## src/rtl/alu_req_sched_pkg.sv

```systemverilog
// Shared definitions for the ALU request scheduler: op codes, FSM states and
// the divide-by-zero helper used at grant time.
package alu_req_sched_pkg;

   typedef enum logic [1:0] {
      OP_ADD = 2'b00,
      OP_SUB = 2'b01,
      OP_MUL = 2'b10,
      OP_DIV = 2'b11
   } op_t;

   typedef enum logic [1:0] {
      ST_IDLE  = 2'd0,
      ST_ISSUE = 2'd1,
      ST_WAIT  = 2'd2,
      ST_RESP  = 2'd3
   } state_t;

   // A division with a zero divisor is answered locally and never reaches the ALU.
   function automatic logic is_div_by_zero(input logic [1:0] op, input logic zero_b);
      return (op == OP_DIV) && zero_b;
   endfunction

endpackage

```

## src/rtl/alu_req_sched_rr_arb2.sv

```systemverilog
// Two-way round-robin arbiter: a lone requester always wins; on a tie the
// pointer decides, and after each grant the pointer moves to the other client.
module alu_req_sched_rr_arb2 (
   input  logic       clk,
   input  logic       rst,
   input  logic [1:0] req,
   input  logic       advance,
   output logic [1:0] gnt,
   output logic       ptr
);

   always_comb begin
      gnt = req;
      if (req == 2'b11) begin
         gnt = ptr ? 2'b10 : 2'b01;
      end
   end

   // gnt[0] set means client 0 just won, so client 1 gets priority next time.
   always_ff @(posedge clk or posedge rst) begin
      if (rst) begin
         ptr <= 1'b0;
      end else if (advance && (req != 2'b00)) begin
         ptr <= gnt[0];
      end
   end

endmodule

```

## src/rtl/alu_req_sched.sv

```systemverilog
// Shares one multi-cycle ALU between two clients: round-robin grant, BGN pulse,
// wait for END (with timeout), then hold the result until the owner takes it.
module alu_req_sched
   import alu_req_sched_pkg::*;
#(
   parameter int DATA_W  = 8,
   parameter int TIMEOUT = 64,
   parameter int TO_W    = 7
) (
   input  logic                       clk,
   input  logic                       rst,
   // Handshake: a request transfers on a rising edge where req_valid[i] and
   // req_ready[i] are both 1; a response transfers on an edge where
   // rsp_valid[i] and rsp_ready[i] are both 1. valid never waits on ready.
   input  logic [1:0]                 req_valid,
   input  logic [1:0][1:0]            req_op,
   input  logic [1:0][DATA_W-1:0]     req_a,
   input  logic [1:0][DATA_W-1:0]     req_b,
   output logic [1:0]                 req_ready,
   output logic [1:0]                 rsp_valid,
   output logic [1:0][2*DATA_W-1:0]   rsp_data,
   output logic [1:0]                 rsp_err,
   input  logic [1:0]                 rsp_ready,
   output logic                       alu_bgn,
   output logic [1:0]                 alu_op,
   output logic [DATA_W-1:0]          alu_a,
   output logic [DATA_W-1:0]          alu_b,
   input  logic                       alu_end,
   input  logic [2*DATA_W-1:0]        alu_res,
   output logic [1:0]                 state_dbg,
   output logic                       rr_ptr
);

   state_t                state_q, state_d;
   logic [1:0]            gnt;
   logic                  grant;
   logic                  sel;
   logic [1:0]            sel_op;
   logic [DATA_W-1:0]     sel_a, sel_b;
   logic                  div0;
   logic                  owner_q;
   logic [1:0]            op_q;
   logic [DATA_W-1:0]     a_q, b_q;
   logic [2*DATA_W-1:0]   res_q;
   logic                  err_q;
   logic [TO_W-1:0]       to_cnt_q;
   logic                  to_hit;

   assign grant  = (state_q == ST_IDLE) && (req_valid != 2'b00);
   assign sel    = gnt[1];
   assign sel_op = req_op[sel];
   assign sel_a  = req_a[sel];
   assign sel_b  = req_b[sel];
   assign div0   = is_div_by_zero(sel_op, sel_b == '0);
   assign to_hit = (to_cnt_q == TO_W'(TIMEOUT - 1));

   alu_req_sched_rr_arb2 u_arb (
      .clk     (clk),
      .rst     (rst),
      .req     (req_valid),
      .advance (grant),
      .gnt     (gnt),
      .ptr     (rr_ptr)
   );

   always_ff @(posedge clk or posedge rst) begin
      if (rst) begin
         state_q <= ST_IDLE;
      end else begin
         state_q <= state_d;
      end
   end

   always_comb begin
      state_d = state_q;
      unique case (state_q)
         ST_IDLE:  if (grant) state_d = div0 ? ST_RESP : ST_ISSUE;
         ST_ISSUE: state_d = ST_WAIT;
         ST_WAIT:  if (alu_end || to_hit) state_d = ST_RESP;
         ST_RESP:  if (rsp_ready[owner_q]) state_d = ST_IDLE;
         default:  state_d = ST_IDLE;
      endcase
   end

   // Operand, owner, result and timeout registers; only the FSM state decides
   // which of them move in a given cycle.
   always_ff @(posedge clk or posedge rst) begin
      if (rst) begin
         owner_q  <= 1'b0;
         op_q     <= '0;
         a_q      <= '0;
         b_q      <= '0;
         res_q    <= '0;
         err_q    <= 1'b0;
         to_cnt_q <= '0;
      end else begin
         unique case (state_q)
            ST_IDLE: begin
               if (grant) begin
                  owner_q <= sel;
                  op_q    <= sel_op;
                  a_q     <= sel_a;
                  b_q     <= sel_b;
                  if (div0) begin
                     res_q <= '0;
                     err_q <= 1'b1;
                  end
               end
            end
            ST_ISSUE: to_cnt_q <= '0;
            ST_WAIT: begin
               if (alu_end) begin
                  res_q <= alu_res;
                  err_q <= 1'b0;
               end else if (to_hit) begin
                  res_q <= '0;
                  err_q <= 1'b1;
               end else begin
                  to_cnt_q <= to_cnt_q + 1'b1;
               end
            end
            default: ;
         endcase
      end
   end

   // req_ready is masked by rst so nothing looks accepted while reset is held.
   always_comb begin
      req_ready = '0;
      rsp_valid = '0;
      rsp_data  = '0;
      rsp_err   = '0;
      alu_bgn   = 1'b0;
      unique case (state_q)
         ST_IDLE:  if (!rst) req_ready = gnt;
         ST_ISSUE: alu_bgn = 1'b1;
         ST_RESP: begin
            rsp_valid[owner_q] = 1'b1;
            rsp_data[owner_q]  = res_q;
            rsp_err[owner_q]   = err_q;
         end
         default: ;
      endcase
   end

   assign alu_op    = op_q;
   assign alu_a     = a_q;
   assign alu_b     = b_q;
   assign state_dbg = state_q;

endmodule

```

## config.mk

```make
export PLATFORM = sky130hd
export DESIGN_NAME = alu_req_sched
export DESIGN_NICKNAME = d
export VERILOG_FILES = /design/src/rtl/alu_req_sched_pkg.sv /design/src/rtl/alu_req_sched_rr_arb2.sv /design/src/rtl/alu_req_sched.sv
export SDC_FILE = /design/constraint.sdc
export NUM_CORES = 1
export LEC_CHECK = 0
export CAP_MARGIN = 15
export CORE_AREA = 2 2 81 83
export CTS_BUF_LIST = sky130_fd_sc_hd__clkbuf_16
export DETAILED_ROUTE_END_ITERATION = 16
export DIE_AREA = 0 0 83 85
export GPL_ROUTABILITY_DRIVEN = 0
export GPL_TIMING_DRIVEN = 1
export PLACE_DENSITY = 0.79
export SETUP_SLACK_MARGIN = 0.1
export SYNTH_ARGS = -nofsm -noshare
export SYNTH_HDL_FRONTEND = slang
export SYNTH_HIERARCHICAL = 1
export SYNTH_SLANG_ARGS = --single-unit
```

## constraint.sdc

```tcl
create_clock -name clk -period 3 [get_ports clk]
set_input_delay 0.45 -clock clk [delete_from_list [all_inputs] [get_ports clk]]
set_output_delay 0.45 -clock clk [all_outputs]
set_load 0.03 [all_outputs]
```

==> reports/metrics.cfg, run 1 <==
[min_path]
min_path_type = in -> async

[sta]
slew_headroom_pct = 52.75
rsz0062_at_grt = no
worst_slew_pin_slew_ps = 708.8
skew_ps = 4.064
fmax_ghz = 0.3693
tns_ps = 0
setup_viol = 0
setup_ws_ps = 291.8
hold_ws_ps = 366.6
hold_viol = 0
maxSlewViolCount = 0
fin_crit_ps = 2708
fin_crit_sh_pct = 90.27

[routing]
viasPerCell = 5.182
drt_wl_total_mm = 6.507
antenna_left = 0
first_pass_iters = 4
drc_errors = 0
via_count = 2254
wire_per_inst_um = 14.96
drt_iter0_markers = 103

[critical_path]
path_cells = clkdlybuf4s50_1 > a21boi_2 > and3_1 > clkdlybuf4s50_1
path_class = in -> out
ff2ff_path_depth = 7
cp_num_cells = 4
cpPeakStageDelay_ps = 690
crit_path_start_kind = input pin
cpMostUsedCell = clkdlybuf4s50_1
crit_arrival_ps = 2260
rrSetupSlack_ps = 520
crit_family = buffers and inverters
cp.required_ps = 2550
cp-end-kind = output pin
cp-endpoint = req_ready[1]
r2r-end = res_q[8]$_DFFE_PP0P_
critPathLaunch = req_valid[1]
worst-path-max-fanout = 8
crit_slowest_cell = clkdlybuf4s50_1
path_buf_inv = 2
crit-reg2reg-launch = state_dbg[0]$_DFFE_PP0P_

[final_layout]
final_common_cell = clkdlybuf4s50_1
final_cell_mix = clkdlybuf4s50_1 (99), dfrtp_1 (46), nand2_1 (30)
fin_util_pct = 61.77
area_delta_synth_final_pct = 54.46
stdcell_count = 435
drive_gt1_share_pct = 11.73
diodes = 0
fin_nets = 421

[logic_synthesis]
yosys.area.top_type = dfrtp_1
ys_async_sr_fraction_pct = 100.0
syn_avg_cell_area_um2 = 10.21
yosys-top-cells-area = dfrtp_1 (46%), mux2i_1 (7.7%), a32o_1 (6.5%)
synth_edf_count = 0
synthFlopType = dfrtp_1
netlist.area_leader.share_pct = 46.39
syn-num-nets = 307
synth_cells = 243
yosysWarnings = 6
ys_ff_latch = 46
post_synth_instance_area_mm2 = 0.002481
synth-seq-area-share_pct = 46.39
synth.distinct_cells = 41

[floorplanning]
core_area_mm2 = 0.006205
num_io_pins = 119
die_area_mm2 = 0.007055
die_w_um = 83
rows = 29
die_h_um = 85
start_util_pct = 39.99

[clocking]
clock_tree.root_cell = clkbuf_16
postCtsSetupBuffers = 0
cts_resized = 0
cts_buffer_depth = 2
cts_tree = built
clk_pin_slew_ps = 60
clock_latency_ps = 290
cts_buffers = 5
htreeDepth = 2
cts_sinks = 46
cts_hold_repair.buffers = 0

[global_routing]
antenna_found_initial = 0
grt_max_degree = 47
grt_pass1_vias = 2236
overflow = 0
grt_first_pass_wirelength_mm = 10.53
gr-usage-all-layers_pct = 18.68

[place]
io_buffer_count = 118
hpwl_mm = 4.869
dp_worst_setup_slack_ps = 100.7
dp.cells = 427

[job]
maxCapViolations = 0

[pwr]
total_leakage_power_nw = 1.736
vdd.ir_drop.worst_uv = 538.1
power_density_mw_per_mm2 = 849.9

[outcome]
status = finished, final reports clean

## state kept, by name, indices dropped and copies added, names as in the netlist
register	count
alu_op	2
state_dbg	2
err_q	1
alu_a	8
to_cnt_q	7
owner_q	1
u_arb/ptr	1
alu_b	8
res_q	16
## Yosys cell counts (2+ instances only)
master	number
dfrtp_1	46
nand2_1	30
and3_1	19
mux2i_1	19
and2_1	18
o21ai_0	18
a32o_1	16
clkbuf_1	9
inv_1	9
nor2_1	6
ha_1	5
a21oi_1	3
a31oi_1	3
buf_2	3
buf_6	3
nand2b_1	3
nor2b_1	3
nor4_2	3
nand4_1	2
nor4_1	2
or3_1	2
xor2_1	2
## cell families after synthesis
| kind of cell | Yosys count | share of synthesized area [%] |
|---|---|---|
| AND/OR/NAND/NOR | 93 | 21.03 |
| AO/OA/AOI/OAI | 52 | 16.34 |
| multiplexers | 19 | 7.665 |
| adder cells (fa/ha/maj) | 5 | 2.521 |
| XOR/XNOR | 3 | 1.059 |
| buffers and inverters | 25 | 4.992 |
| flip-flops | 46 | 46.39 |
## how the worst min path moves through the flow
stage | startpoint | to
6_report | rst | u_arb/ptr$_DFFE_PP0P_
5_1_grt | rst | u_arb/ptr$_DFFE_PP0P_
4_1_cts | rst | u_arb/ptr$_DFFE_PP0P_
3_5_place_dp | alu_a[3]$_DFFE_PP0P_ | alu_a[3]$_DFFE_PP0P_
3_3_place_gp | alu_b[7]$_DFFE_PP0P_ | alu_b[7]$_DFFE_PP0P_
2_1_floorplan | rst | u_arb/ptr$_DFFE_PP0P_
## per-stage QoR
| step | instance area, um^2 | total power (W) |
|---|---|---|
| finish | 3832 | 0.003257 |
| global route | 3832 | 0.003447 |
| CTS | 3832 | 0.003283 |
| detailed placement | 3666 | 0.002655 |
| global placement | 3666 | 0.002609 |
| floorplan | 2481 | 0.002014 |
## metal layers
| layer | global-route usage, % | share of wire (%) |
|---|---|---|
| met1 | 20.86 | 40 |
| met2 | 32.62 | 50 |
| met3 | 7.198 | 8.5 |
| met4 | 6.706 | 2.1 |
| met5 | 0 | 0 |
## cell type report
| type | instances | area (um^2) |
|---|---|---|
| timing repair buffer | 123 | 1171 |
| inverter | 9 | 33.78 |
| multi-input combinational | 172 | 1214 |
| tap | 77 | 96.34 |
| clock buffer | 5 | 125.1 |
| sequential | 46 | 1151 |
| clock inverter | 3 | 41.29 |
| fill | 556 | 2372 |
## power by group
| part | internal, W | switching [W] | leakage (nW) |
|---|---|---|---|
| sequential | 0.000861 | 0.000190 | 0.586 |
| combinational | 0.000676 | 0.000914 | 1.07 |
| clock | 0.000390 | 0.000227 | 0.0812 |
No activity file was read; power rests on OpenSTA's default activity.
==> run 2: changes to the inputs <==
--- a/config.mk
+++ b/config.mk
@@ -5,7 +5,7 @@
 export SDC_FILE = /design/constraint.sdc
 export NUM_CORES = 1
 export LEC_CHECK = 0
-export CAP_MARGIN = 15
+export CAP_MARGIN = 20
 export CORE_AREA = 2 2 81 83
 export CTS_BUF_LIST = sky130_fd_sc_hd__clkbuf_16
 export DETAILED_ROUTE_END_ITERATION = 16
==> results of run 2 <==
Final layout, timing and power as in run 1 (identical DEF).
